==> src/rtl/bin2bcd_seq.sv <==
// Sequential binary-to-BCD converter using shift-add-3 (double dabble).
// One bit per clock; digits are registered and only updated when a conversion completes.
module bin2bcd_seq #(
    parameter int unsigned BIN_W  = 14,
    parameter int unsigned DIGITS = 4
) (
    input  logic             clock,
    input  logic             rst_n,
    input  logic             start,
    input  logic [BIN_W-1:0] bin_in,
    output logic             busy,
    output logic             done,
    output logic             overflow,
    output logic [3:0]       x1,
    output logic [3:0]       x2,
    output logic [3:0]       x3,
    output logic [3:0]       x4
);

    localparam int unsigned BcdW = 4 * DIGITS;
    localparam int unsigned CntW = $clog2(BIN_W + 1);
    localparam logic [BIN_W-1:0] MaxVal = BIN_W'(9999);

    typedef enum logic [1:0] {StIdle, StShift, StDone} state_e;

    state_e            state_q, state_d;
    logic [BIN_W-1:0]  bin_q;
    logic [BcdW-1:0]   bcd_q;
    logic [CntW-1:0]   cnt_q;
    logic              ovf_q;

    logic [BcdW-1:0]   bcd_adj;
    logic [BcdW-1:0]   bcd_shift;
    logic [BIN_W-1:0]  bin_shift;
    logic              last_iter;

    // Add-3 on every nibble >= 5, nibbles independent (no inter-nibble carry).
    always_comb begin
        bcd_adj = bcd_q;
        for (int i = 0; i < int'(DIGITS); i++) begin
            if (bcd_q[4*i +: 4] >= 4'd5) begin
                bcd_adj[4*i +: 4] = bcd_q[4*i +: 4] + 4'd3;
            end
        end
    end

    assign bcd_shift = {bcd_adj[BcdW-2:0], bin_q[BIN_W-1]};
    assign bin_shift = {bin_q[BIN_W-2:0], 1'b0};
    assign last_iter = (cnt_q == CntW'(1));

    always_ff @(posedge clock or negedge rst_n) begin
        if (!rst_n) begin
            state_q <= StIdle;
        end else begin
            state_q <= state_d;
        end
    end

    always_comb begin
        state_d = state_q;
        unique case (state_q)
            StIdle:  if (start) state_d = StShift;
            StShift: if (last_iter) state_d = StDone;
            StDone:  state_d = StIdle;
            default: state_d = StIdle;
        endcase
    end

    always_comb begin
        busy = (state_q == StShift);
        done = (state_q == StDone);
    end

    always_ff @(posedge clock or negedge rst_n) begin
        if (!rst_n) begin
            bin_q    <= '0;
            bcd_q    <= '0;
            cnt_q    <= '0;
            ovf_q    <= 1'b0;
            overflow <= 1'b0;
            x1       <= 4'd0;
            x2       <= 4'd0;
            x3       <= 4'd0;
            x4       <= 4'd0;
        end else begin
            if (state_q == StIdle && start) begin
                bin_q <= bin_in;
                bcd_q <= '0;
                cnt_q <= CntW'(BIN_W);
                ovf_q <= (bin_in > MaxVal);
            end else if (state_q == StShift) begin
                bin_q <= bin_shift;
                bcd_q <= bcd_shift;
                cnt_q <= cnt_q - CntW'(1);
                // Digits are published on the edge that enters DONE, using the final shift.
                if (last_iter) begin
                    overflow <= ovf_q;
                    if (ovf_q) begin
                        x1 <= 4'd9;
                        x2 <= 4'd9;
                        x3 <= 4'd9;
                        x4 <= 4'd9;
                    end else begin
                        x1 <= bcd_shift[3:0];
                        x2 <= bcd_shift[7:4];
                        x3 <= bcd_shift[11:8];
                        x4 <= bcd_shift[15:12];
                    end
                end
            end
        end
    end

endmodule

==> config.mk <==
export PLATFORM = sky130hd
export DESIGN_NAME = bin2bcd_seq
export DESIGN_NICKNAME = d
export VERILOG_FILES = /design/src/rtl/bin2bcd_seq.sv
export SDC_FILE = /design/constraint.sdc
export NUM_CORES = 1
export LEC_CHECK = 0
export ABC_AREA = 1
export CAP_MARGIN = 15
export CORE_ASPECT_RATIO = 1.2
export CORE_UTILIZATION = 51
export CTS_BUF_LIST = sky130_fd_sc_hd__clkbuf_8
export DETAILED_ROUTE_END_ITERATION = 16
export PLACE_DENSITY = 0.88
export SYNTH_ARGS = -nofsm -noshare
export SYNTH_HDL_FRONTEND = slang
export SYNTH_SLANG_ARGS = --single-unit
==> constraint.sdc <==
create_clock -name clock -period 1.4 [get_ports clock]
set_input_delay 0.35 -clock clock [delete_from_list [all_inputs] [get_ports clock]]
set_output_delay 0.35 -clock clock [all_outputs]
set_load 0.01 [all_outputs]
==> metrics <==
status=finished with violations; antenna cells=0; Max clock buf depth=2; die area=5420 um^2; # Max-Cap Violations=0; Max IR drop VDD=1070 uV; # rows=28; most frequent cells in the layout=nand2_1 (107), dfrtp_1 (54), nor2_1 (23), buf_4 (23), inv_1 (22); CTS root buf=clkbuf_8; GP Congestion=0.862; global-route wire length before repair=9760 um; total track usage=0.244; Antenna Violating Nets Remaining=0; net load switching power=3.67 mW; die width=67.4 um; commonest non-fill, non-tap cell in the layout=nand2_1; Int Power=4.56 mW; most used cell along the critical path=buf_6; pin count of the biggest net entering global routing=55; clock share of power=0.100; clk slew on worst S/H paths=0.09 ns; Fin Clk Skew=0.00635 ns; final hold viol count=0; Area growth syn-to-layout=37.4%; worst-path cell with the longest stage delay=dfrtp_1; Via density=5.31; crit-path leading delay family=simple AND/OR/NAND/NOR gates; Final period util=1.05; Syn. warnings=0; Initial Util=0.530; library cells used by synthesis=23; initial antenna violation count=0; Seq pwr share=0.337; Post-Syn Nets=352; CTS buffer count=5; RSZ-0062 raised after global routing=yes; # port buffers=35; CP Class=register to register; CTS Hold Bufs=0; # DRC=0; Place WS=-0.206 ns; crit-path max FO=5; number of DRC markers in iteration 0=180; worst endpoint data arrival time=1.72 ns; sequential share of the synthesized area=0.516; Final WS setup=-0.0706 ns; clock period minus worst slack=1.47 ns; Critical R2R Launch=state_q[1]$_DFFE_PN0P_; # fillers=325; fraction of layout instances using a drive strength above 1=0.256; # nets final=422; Post-Synthesis Cell Area=2620 um^2; Comb pwr share=0.562; Final Slew Violations=0; first-pass iteration count of the detailed router=4; PwrDens=2290 nW/um^2; gr ovfl total=0; vias in the first global route=2267; CTS sink cnt=54; H-tree Lvls=2; crit-path max cell delay=0.40 ns; RR Endpoint=x1[2]$_DFFE_PN0P_; CP startpoint kind=register; min-delay worst type=input port to async pin; drt total wl=6680 um; post-DP HPWL=4070 um; required time of the worst setup path=1.65 ns; violated checks=setup timing; setup violators final=28; Synth Area per Inst=8.05 um^2; Sw Share=0.446; Die Y=80.5 um; CP Cell Sequence=buf_6, nor2_4, buf_6, nand3_4, nor2_4, buf_6, nand3_2, nand2_1; Skew-Pair Late Insertion Delay=0.31 ns; slew margin rel.=0.802; total core area=4940 um^2; measured slew at the worst slew-check pin=0.294 ns; DP Area=3160 um^2; CTS tree=done; CP bufs+invs=3; register-to-register setup slack=-0.07 ns; synthesis-stage register bit count=54; Mapped Cells=325; fin area=3590 um^2; CP endpoint kind=register; vias post-DR=2417; Peak Freq=0.680 GHz; IO Count=36; Routed WL per cell=14.7 um; worst r2r path cells=8; leakage=1.81 nW
==> layer usage <==
metal  vias to the layer above  global-route usage  routed length [um]
li1                       1164                   -                   -
met1                      1155               0.277                2640
met4                         0               0.104                 272
met3                        28              0.0469                 257
met2                        70               0.433                3510
met5                         -                   0                   0
==> Yosys cell counts, drive strengths merged <==
| cell | instances | share of area |
|---|---|---|
| a21oi | 5 | 0.0096 |
| a22oi | 1 | 0.0029 |
| a31oi | 1 | 0.0024 |
| buf | 8 | 0.022 |
| clkbuf | 1 | 0.0014 |
| dfrtp | 54 | 0.52 |
| ha | 10 | 0.048 |
| inv | 33 | 0.047 |
| nand2 | 123 | 0.18 |
| nand3 | 26 | 0.055 |
| nand3b | 1 | 0.0029 |
| nand4 | 3 | 0.0072 |
| nor2 | 31 | 0.050 |
| nor3 | 1 | 0.0019 |
| o211ai | 2 | 0.0057 |
| o21ai | 20 | 0.038 |
| o22ai | 5 | 0.012 |
==> how the worst max path moves through the flow <==
stage                                 startpoint              endpoint  slack [ns]  depth (start not counted)
after global placement                     start  bin_q[1]$_DFFE_PN0P_       -0.15                          6
final                     state_q[1]$_DFFE_PN0P_     x1[2]$_DFFE_PN0P_       -0.07                          8
after CTS                 state_q[1]$_DFFE_PN0P_                  busy       -0.09                          3
after global routing      state_q[1]$_DFFE_PN0P_     x1[2]$_DFFE_PN0P_       -0.13                          8
after detailed placement                   start  bin_q[1]$_DFFE_PN0P_       -0.21                          6
after floorplan             bcd_q[0]$_DFFE_PN0P_  bcd_q[4]$_DFFE_PN0P_        0.07                          7
==> state kept, by name, indices dropped and copies added (netlist names) <==
register	cells
x2	4
state_q	2
x3	4
overflow	1
x4	4
bcd_q	16
cnt_q	4
bin_q	14
x1	4
ovf_q	1
==> cell type report <==
type,count,area (um^2),area share
sequential,54,1350,0.376
multi-input combinational,229,1270,0.353
timing repair buffer,70,663,0.184
inverter,33,141,0.0393
tap,60,75.1,0.0209
clock buffer,5,68.8,0.0191
timing repair inverter,2,17.5,0.00487
clock inverter,2,7.51,0.00209
==> cells by family (layout without fill, tap and decap cells) <==
group,Yosys count,after routing,share of synthesized area
simple gates,185,185,0.294
buf+inv,42,112,0.0708
flops,54,54,0.517
fa+ha+maj,10,10,0.0478
compound gates,34,34,0.0708
==> worst register-to-register path, stage by stage (launching register included) <==
cell and delay [ns]:
dfrtp_1 0.40, buf_6 0.12, nor2_4 0.13, buf_6 0.16
nand3_4 0.11, nor2_4 0.18, buf_6 0.16, nand3_2 0.08
nand2_1 0.06
==> power groups by stage <==
stage / combinational [mW] / clock, mW / sequential, mW
floorplan: 2.16 / 0 / 2.79
CTS: 3.54 / 0.834 / 2.72
global placement: 3.43 / 0 / 2.73
detailed placement: 3.62 / 0 / 2.75
finish: 4.62 / 0.826 / 2.77
global route: 5.09 / 0.892 / 2.86
==> metrics by stage <==
stage	hold slack, ns	std cells	setup TNS, ns	util	power (mW)
after floorplan	0.0544	325	0	-	4.95
after global placement	0.364	432	-3.80	0.639	6.15
after detailed placement	0.368	432	-5.30	0.639	6.37
after CTS	0.0301	441	-0.103	0.657	7.09
after global routing	0.0367	455	-3.44	0.728	8.85
final	0.0100	455	-0.896	0.728	8.22
==> timing repair <==
action | in CTS | in global routing
setup endpoints to repair | 28 | 54
buffers inserted | 2 | 10
pin swaps | 1 | 17
gates cloned | 0 | 4
gates resized for setup | 32 | 78
Note: power is estimated with default switching activity, not from simulation.
